<file path="config.mk">
export PLATFORM = sky130hd
export DESIGN_NAME = dmem_sram_bridge_flat
export DESIGN_NICKNAME = d
export VERILOG_FILES = /design/src/rtl/dmem_sram_bridge_pkg.sv /design/src/rtl/dmem_sram_bridge_if.sv /design/src/rtl/dmem_sram_bridge.sv /design/src/flat_wrapper.sv
export SDC_FILE = /design/constraint.sdc
export NUM_CORES = 1
export LEC_CHECK = 0
export CORE_MARGIN = 4
export CORE_UTILIZATION = 40
export CTS_CLUSTER_SIZE = 10
export DETAILED_ROUTE_END_ITERATION = 8
export PLACE_DENSITY_LB_ADDON = 0.2
export SLEW_MARGIN = 20
export SYNTH_ARGS = -nofsm -noshare
export SYNTH_HDL_FRONTEND = slang
export SYNTH_SLANG_ARGS = --single-unit
</file>
<file path="constraint.sdc">
create_clock -name clk -period 4.42 [get_ports clk]
set_input_delay 0.884 -clock clk [delete_from_list [all_inputs] [get_ports clk]]
set_output_delay 0.884 -clock clk [all_outputs]
set_load 0.005 [all_outputs]
</file>
<file path="src/rtl/dmem_sram_bridge_pkg.sv">
// Shared types and helpers for the data-memory SRAM bridge (package dmem_pkg).
// Holds the bridge FSM state encoding, bus transfer-size codes, the byte-enable
// to transfer-size decode and the kseg0/kseg1 address map.
package dmem_pkg;

    typedef enum logic [1:0] {
        IDLE = 2'd0,
        REQ  = 2'd1,
        RESP = 2'd2,
        DONE = 2'd3
    } bridge_state_t;

    localparam logic [1:0] SIZE_BYTE = 2'd0;
    localparam logic [1:0] SIZE_HALF = 2'd1;
    localparam logic [1:0] SIZE_WORD = 2'd2;

    // Loads and full-word stores are word transfers; aligned half and single
    // byte enables shrink the transfer; any odd pattern falls back to a word.
    function automatic logic [1:0] wen_to_size(input logic [3:0] wen);
        logic [1:0] size;
        case (wen)
            4'b0000, 4'b1111:                   size = SIZE_WORD;
            4'b0011, 4'b1100:                   size = SIZE_HALF;
            4'b0001, 4'b0010, 4'b0100, 4'b1000: size = SIZE_BYTE;
            default:                            size = SIZE_WORD;
        endcase
        return size;
    endfunction

    // kseg0 (0x8000_0000) and kseg1 (0xA000_0000) both alias the low 512 MB
    // of physical memory, so clearing the top three bits is the whole mapping.
    function automatic logic [31:0] kseg_map(input logic [31:0] addr);
        logic [31:0] paddr;
        if (addr[31:30] == 2'b10) begin
            paddr = {3'b000, addr[28:0]};
        end else begin
            paddr = addr;
        end
        return paddr;
    endfunction

endpackage

</file>
<file path="src/rtl/dmem_sram_bridge_if.sv">
// Split-transaction SRAM-like data bus between the bridge (master) and the
// memory system (slave): request channel plus addr_ok/data_ok handshakes.
interface dmem_sram_bridge_if;

    logic        data_req;
    logic        data_wr;
    logic [1:0]  data_size;
    logic [31:0] data_addr;
    logic [31:0] data_wdata;
    logic        data_addr_ok;
    logic        data_data_ok;
    logic [31:0] data_rdata;

    modport master (
        output data_req,
        output data_wr,
        output data_size,
        output data_addr,
        output data_wdata,
        input  data_addr_ok,
        input  data_data_ok,
        input  data_rdata
    );

    modport slave (
        input  data_req,
        input  data_wr,
        input  data_size,
        input  data_addr,
        input  data_wdata,
        output data_addr_ok,
        output data_data_ok,
        output data_rdata
    );

endinterface

</file>
<file path="src/rtl/dmem_sram_bridge.sv">
// MEM-stage data bridge: turns a single-cycle memory request into one
// split-transaction SRAM bus access, stalling the pipeline until the access
// completes or its wait counter expires.
// Optional macro DMEM_KSEG_MAP_EN: when defined, kseg0/kseg1 addresses are
// translated to physical before being placed on the bus.
module dmem_sram_bridge
    import dmem_pkg::*;
#(
    parameter int TIMEOUT_CYCLES = 255,
    parameter int CNT_W          = 8
) (
    input  logic                clk,
    input  logic                rst,
    input  logic                mem_en,
    input  logic [3:0]          mem_wen,
    input  logic [31:0]         mem_addr,
    input  logic [31:0]         mem_wdata,
    output logic [31:0]         mem_rdata,
    output logic                stall,
    output logic                bus_err,
    dmem_sram_bridge_if.master  bus
);

    localparam logic [CNT_W:0] TIMEOUT_VAL = (CNT_W + 1)'(TIMEOUT_CYCLES);

    bridge_state_t state_q, state_d;
    logic [CNT_W-1:0] cnt_q, cnt_d;
    logic        req_q, req_d;
    logic        wr_q, wr_d;
    logic [1:0]  size_q, size_d;
    logic [31:0] addr_q, addr_d;
    logic [31:0] wdata_q, wdata_d;
    logic [31:0] rdata_q, rdata_d;
    logic        err_q, err_d;
    logic [31:0] bus_addr;
    logic        timeout_hit;

`ifdef DMEM_KSEG_MAP_EN
    assign bus_addr = kseg_map(mem_addr);
`else
    assign bus_addr = mem_addr;
`endif

    // The current REQ/RESP cycle is the last one allowed when the counter is one short of the limit.
    assign timeout_hit = (TIMEOUT_CYCLES != 0) &&
                         (({1'b0, cnt_q} + (CNT_W + 1)'(1)) == TIMEOUT_VAL);

    // Next-state and next-register logic for the access FSM and wait counter.
    always_comb begin
        state_d = state_q;
        cnt_d   = cnt_q;
        req_d   = req_q;
        wr_d    = wr_q;
        size_d  = size_q;
        addr_d  = addr_q;
        wdata_d = wdata_q;
        rdata_d = rdata_q;
        err_d   = 1'b0;

        unique case (state_q)
            IDLE: begin
                if (mem_en) begin
                    wr_d    = |mem_wen;
                    size_d  = wen_to_size(mem_wen);
                    addr_d  = bus_addr;
                    wdata_d = mem_wdata;
                    req_d   = 1'b1;
                    cnt_d   = '0;
                    state_d = REQ;
                end
            end
            REQ: begin
                cnt_d = cnt_q + CNT_W'(1);
                if (bus.data_addr_ok && bus.data_data_ok) begin
                    req_d   = 1'b0;
                    if (!wr_q) begin
                        rdata_d = bus.data_rdata;
                    end
                    state_d = DONE;
                end else if (timeout_hit) begin
                    req_d   = 1'b0;
                    rdata_d = '0;
                    err_d   = 1'b1;
                    state_d = DONE;
                end else if (bus.data_addr_ok) begin
                    req_d   = 1'b0;
                    state_d = RESP;
                end
            end
            RESP: begin
                cnt_d = cnt_q + CNT_W'(1);
                if (bus.data_data_ok) begin
                    if (!wr_q) begin
                        rdata_d = bus.data_rdata;
                    end
                    state_d = DONE;
                end else if (timeout_hit) begin
                    rdata_d = '0;
                    err_d   = 1'b1;
                    state_d = DONE;
                end
            end
            DONE: begin
                state_d = IDLE;
            end
            default: begin
                state_d = IDLE;
            end
        endcase
    end

    // State, counter and bus-request registers; reset abandons any access in flight.
    always_ff @(posedge clk or negedge rst) begin
        if (!rst) begin
            state_q <= IDLE;
            cnt_q   <= '0;
            req_q   <= 1'b0;
            wr_q    <= 1'b0;
            size_q  <= 2'd0;
            addr_q  <= '0;
            wdata_q <= '0;
            rdata_q <= '0;
            err_q   <= 1'b0;
        end else begin
            state_q <= state_d;
            cnt_q   <= cnt_d;
            req_q   <= req_d;
            wr_q    <= wr_d;
            size_q  <= size_d;
            addr_q  <= addr_d;
            wdata_q <= wdata_d;
            rdata_q <= rdata_d;
            err_q   <= err_d;
        end
    end

    // Hold the pipeline from the moment a request is seen until the access resolves.
    always_comb begin
        stall = ((state_q == IDLE) && mem_en) || (state_q == REQ) || (state_q == RESP);
    end

    assign bus.data_req   = req_q;
    assign bus.data_wr    = wr_q;
    assign bus.data_size  = size_q;
    assign bus.data_addr  = addr_q;
    assign bus.data_wdata = wdata_q;
    assign mem_rdata      = rdata_q;
    assign bus_err        = err_q;

endmodule

</file>
<file path="src/flat_wrapper.sv">
// flat-port wrapper written by rule: the top's interface ports become plain ports
module dmem_sram_bridge_flat import dmem_pkg::*;
#(
    parameter int TIMEOUT_CYCLES = 255,
    parameter int CNT_W          = 8
)
  (clk, rst, mem_en, mem_wen, mem_addr, mem_wdata, mem_rdata, stall, bus_err, bus_data_req, bus_data_wr, bus_data_size, bus_data_addr, bus_data_wdata, bus_data_addr_ok, bus_data_data_ok, bus_data_rdata);
  dmem_sram_bridge_if bus_i ();
  input  logic clk;
  input  logic rst;
  input  logic mem_en;
  input  logic [3:0] mem_wen;
  input  logic [31:0] mem_addr;
  input  logic [31:0] mem_wdata;
  output logic [31:0] mem_rdata;
  output logic stall;
  output logic bus_err;
  output wire logic [$bits(bus_i.data_req)-1:0] bus_data_req;
  output wire logic [$bits(bus_i.data_wr)-1:0] bus_data_wr;
  output wire logic [$bits(bus_i.data_size)-1:0] bus_data_size;
  output wire logic [$bits(bus_i.data_addr)-1:0] bus_data_addr;
  output wire logic [$bits(bus_i.data_wdata)-1:0] bus_data_wdata;
  input wire logic [$bits(bus_i.data_addr_ok)-1:0] bus_data_addr_ok;
  input wire logic [$bits(bus_i.data_data_ok)-1:0] bus_data_data_ok;
  input wire logic [$bits(bus_i.data_rdata)-1:0] bus_data_rdata;
  assign bus_data_req = bus_i.data_req;
  assign bus_data_wr = bus_i.data_wr;
  assign bus_data_size = bus_i.data_size;
  assign bus_data_addr = bus_i.data_addr;
  assign bus_data_wdata = bus_i.data_wdata;
  assign bus_i.data_addr_ok = bus_data_addr_ok;
  assign bus_i.data_data_ok = bus_data_data_ok;
  assign bus_i.data_rdata = bus_data_rdata;
  dmem_sram_bridge #(.TIMEOUT_CYCLES(TIMEOUT_CYCLES), .CNT_W(CNT_W)) u_core (.clk(clk), .rst(rst), .mem_en(mem_en), .mem_wen(mem_wen), .mem_addr(mem_addr), .mem_wdata(mem_wdata), .mem_rdata(mem_rdata), .stall(stall), .bus_err(bus_err), .bus(bus_i));
endmodule
</file>
Word-level counts from Yosys, hierarchy flattened:

Memories as Yosys holds them, arrays and structs flattened. A register that Yosys moved wholly into a read port is not among the register bits.
Index checks and enable logic that the tools add are counted.

* register bits: 109
* ROM bits: 32
* input bits: 105
* output and inout port bits: 102
* logic and storage cells: 56
* memories kept: 1

* add/subtract/negate cells: 2
* eq/ne operators: 7
* muxes and demuxes: 23
* reductions and logical operators: 15

Memory list
* (name not given): depth 16, bits a word 2, read ports 1, clocked after Yosys merged registers in 1, wr ports 0, RTL line dmem_sram_bridge_pkg.sv:21 `case (wen)`

Operators by type and width (count)
* $mux 32: 4
* $pmux 32 s2: 1
* $pmux 8 s2: 1
* $mux 2: 6
* $add 8x1->9 const B: 1
* $eq 9x8->1 const B: 1
* $add 8x1->8 const B: 1
* $mux 8: 1
* $pmux 2 s4: 1
* $mux 1: 7
* $reduce_and 3->1: 2
* $reduce_bool 2->1: 3
* $eq 2x2->1 const B: 2
* $ne 4x2->1 const B: 1
* $pmux 1 s2: 2
* $reduce_and 2->1: 2
* $reduce_or 4->1: 1
* $ne 3x2->1 const B: 1
* $eq 2x1->1 const B: 1
* $logic_and 1x1->1: 2
* $logic_not 2->1: 1
* $logic_or 1x1->1: 2
* $ne 2x2->1 const B: 1
* $reduce_or 2->1: 1
* $logic_not 1->1: 1

Longest topological paths before layout:

* depth in word-level cells: 5
* mapped depth: 8
* mapped depth without buffers: 6

Least setup slack after synthesis:

OpenSTA, ideal clock, no wires.

* kind: input-to-output
* start: input port mem_en
* end: output port stall
* arrival time: 1.379 ns
* required time: 3.536 ns
* path slack: 2.157 ns
* stages on the path: 3
* buffers on the path: 1
* cells stage by stage: nand2_2 -> clkbuf_1 -> nand2_1

* word-level cells in the longest chain between the ends: 3

RTL lines
* start: declaration: RTL line flat_wrapper.sv:11 `input logic mem_en;`
* $logic_and 1x1->1: RTL line dmem_sram_bridge.sv:139 `stall = ((state_q == IDLE) && mem_en) || (state_q == REQ) || (state_q == RESP);`
* $logic_or 1x1->1 (2 in series): RTL line dmem_sram_bridge.sv:139
* end: declaration: RTL line flat_wrapper.sv:16 `output logic stall;`

Every way passes these cells.

Final worst setup path:

Same ends and word-level chain as after synthesis.

==> metrics <==
Clock Path Buffers 2; Initial Utilization 0.407; vias in the first global route slightly above 4000; Syn Nets 530; Layout Area Growth over Synthesis 50.8%; ant diodes 0; post-DP HPWL just over 9000 um; RSZ-0062 raised after global routing false; top cell type's share of synthesized area 0.570; Port Buf Inserts 206; vias per inst between 5 and 6; Power Density between 600 and 700 nW/um^2; Std-Cell Rows 40; reg2reg path depth 7; Setup TNS 0 ns; CTS Sinks 111; WL final approximately 13000 um; first-pass GRT wire length 21100 um; Slew HR 0.401; Post-CTS Setup Bufs 0; fin. max-slew vios 0; Hold Crit Depth 2; H-Tree Depth 3; Critical Path Fanout Max 3; crit start category input pin; CP arrival 2.02 ns; Final #Nets between 700 and 800; R2R Path Start u_core.state_q[0]; Reg2Reg Setup Slack between 2 and 2.5 ns; total power roughly 5.0 mW; # DRC 0; critical path class in -> out; GRT Total Usage 0.187; total number of vias 3908; Crit Reg-Reg Endpoint u_core.mem_rdata[4]; required time worst endpoint 3.54 ns; Synth area leaders dfrtp_1, mux2_2, nor2b_1, nand2_1, a21oi_1; compound-cell area share of the yosys netlist 0.112; worst vdd ir 0.349 mV; Critical Path Sink Type output port; endpoints failing setup 0; largest family of logic cells by synthesized area multiplexers; latest clock arrival within the worst-skew pair 0.34 ns; FMAX approximately 0.34 GHz; mapped cell area roughly 4900 um^2; TritonRoute pass-1 iters 4; leading area contributor after synthesis dfrtp_1; initial antenna violation count 0; share of layout cells above drive strength 1 0.149; Placement Setup Slack 1.52 ns; fin crit share 0.656; core area ~12000 um^2; Synth Area in XOR/XNOR 0.00514; adder-cell share of the synthesized area 0.0154; Syn Area/Cell about 12 um^2; sequential share of the synthesized area 0.570; Worst Hold Class reg -> reg; CTS Root Cell clkbuf_16; Die Y about 120 um; Final Hold Vio Count 0; die area approximately 14000 um^2; CTS tree done; hold buffers post-CTS 0; Post-Syn Instances about 420; worst slew pin tran roughly 0.9 ns; pin count of the biggest net entering global routing 73; TritonCTS Buffers 9; Max Cap Viol 0; WL/cell 16.8 um; register bit total from synthesis 111; Synth Warn # 0; DRT iter0 DRCs roughly 220; # IOs about 210; Post-synth EDFFs 0; fraction of registers with async set/reset 1.00; Post-DRT Antenna Nets 0; Cell variety after synth 40; cts repair resizes 0; Hold EP u_core.bus.data_size[0]; fin crit period ~2.9 ns; register area between 2000 and 3000 um^2; post-synthesis simple-gate area fraction 0.118; Post-Route Skew between 0.007 and 0.008 ns; post-route setup slack 1.52 ns; ys flop type dfrtp_1; status finished clean; fill count 962; post-synthesis mux area share 0.150; Die X 118 um; GRT overflow 0; static leakage roughly 3.1 nW; gp weighted congestion about 0.80; footprint of the multi-input gates roughly 2000 um^2; Clk pin slew, worst setup/hold paths 0.07 ns; hold path startpoint u_core.bus.data_size[0]
==> cell usage in the layout, fill, tap and decap left out, drive strengths merged, types with 2 or more instances in the layout <==
master / count
o31ai: 2
and4: 2
nand3: 5
a21boi: 2
nor4: 3
clkdlybuf4s50: 205
a21oi: 33
mux2: 65
ha: 6
nand2: 47
nor2: 8
nor3: 4
dfrtp: 111
buf: 6
o21a: 3
a22o: 4
nor2b: 35
clkbuf: 13
inv: 7
a21o: 3
o21ai: 44
nor4b: 2
==> final cells by class <==
cell class / instances / area share
repair buffers: 211 / 0.286
well taps: 147 / 0.0251
clock inverters: 2 / 0.00528
multi-input cells: 280 / 0.267
inverters: 6 / 0.00307
clock buffers: 13 / 0.0354
flip-flops and latches: 111 / 0.378
==> cell families after synthesis <==
| logic type | count (synthesis) |
|---|---|
| buffers and inverters | 28 |
| flip-flops | 111 |
| AO/OA/AOI/OAI | 97 |
| AND/OR/NAND/NOR | 110 |
| adder cells (fa/ha/maj) | 6 |
| multiplexers | 65 |
| XOR/XNOR | 2 |
==> stage by stage <==
stage                     instances  hold slack (ns)  utilization  area, um^2
after floorplan                 419            0.473            -        4870
final                           770            0.483        0.614        7340
after global routing            770            0.525        0.614        7340
after global placement          754            0.458        0.588        7030
after detailed placement        755            0.475        0.589        7040
after CTS                       770            0.493        0.614        7340
==> registers in the layout, summed over array words and instances, names as in the netlist <==
signal                 flops
u_core.bus.data_req        1
u_core.bus.data_addr      32
u_core.mem_rdata          32
u_core.bus_err             1
u_core.bus.data_wdata     32
u_core.cnt_q               8
u_core.bus.data_wr         1
u_core.state_q             2
u_core.bus.data_size       2
==> routing by layer <==
metal	global-route usage	wire length (um)	vias up
li1	-	-	1856
met1	0.230	5420	1889
met2	0.290	5890	149
met3	0.0828	1400	14
met4	0.0696	213	0
met5	0	0	-
==> report_power, final <==
part | internal [mW] | total [mW] | switching [mW]
Sequential | 1.47 | 1.74 | 0.272
Clock | 0.471 | 0.825 | 0.354
Combinational | 1.44 | 2.40 | 0.961
==> synth_stat cells, types with 2 or more instances <==
library cell,number
o21a_1,3
nor3_1,4
ha_1,6
nor2b_1,35
nor4_1,3
nor2_1,8
buf_2,10
dfrtp_1,111
nand3_1,4
o21ai_1,12
clkbuf_1,9
nand2_1,46
buf_6,3
a22o_1,3
a21boi_0,2
a21o_1,2
nor4b_1,2
mux2_2,65
o31ai_1,2
a21oi_1,33
inv_1,6
o21ai_0,32
==> how the worst max path moves through the flow <==
stage,start,end,slack [ns],depth (start not counted)
3_5_place_dp,mem_en,stall,1.52,4
2_1_floorplan,mem_en,stall,2.16,3
6_report,mem_en,stall,1.52,4
3_3_place_gp,bus_data_data_ok,u_core.mem_rdata[18],1.46,5
5_1_grt,mem_en,stall,1.47,4
4_1_cts,mem_en,stall,1.52,4
==> worst max-delay path, stage by stage <==
cell and delay, ns:
clkdlybuf4s50_1 0.51, nand2_2 0.07, nand2_1 0.06, clkdlybuf4s50_1 0.49
Power figures use the tool's default switching activity.
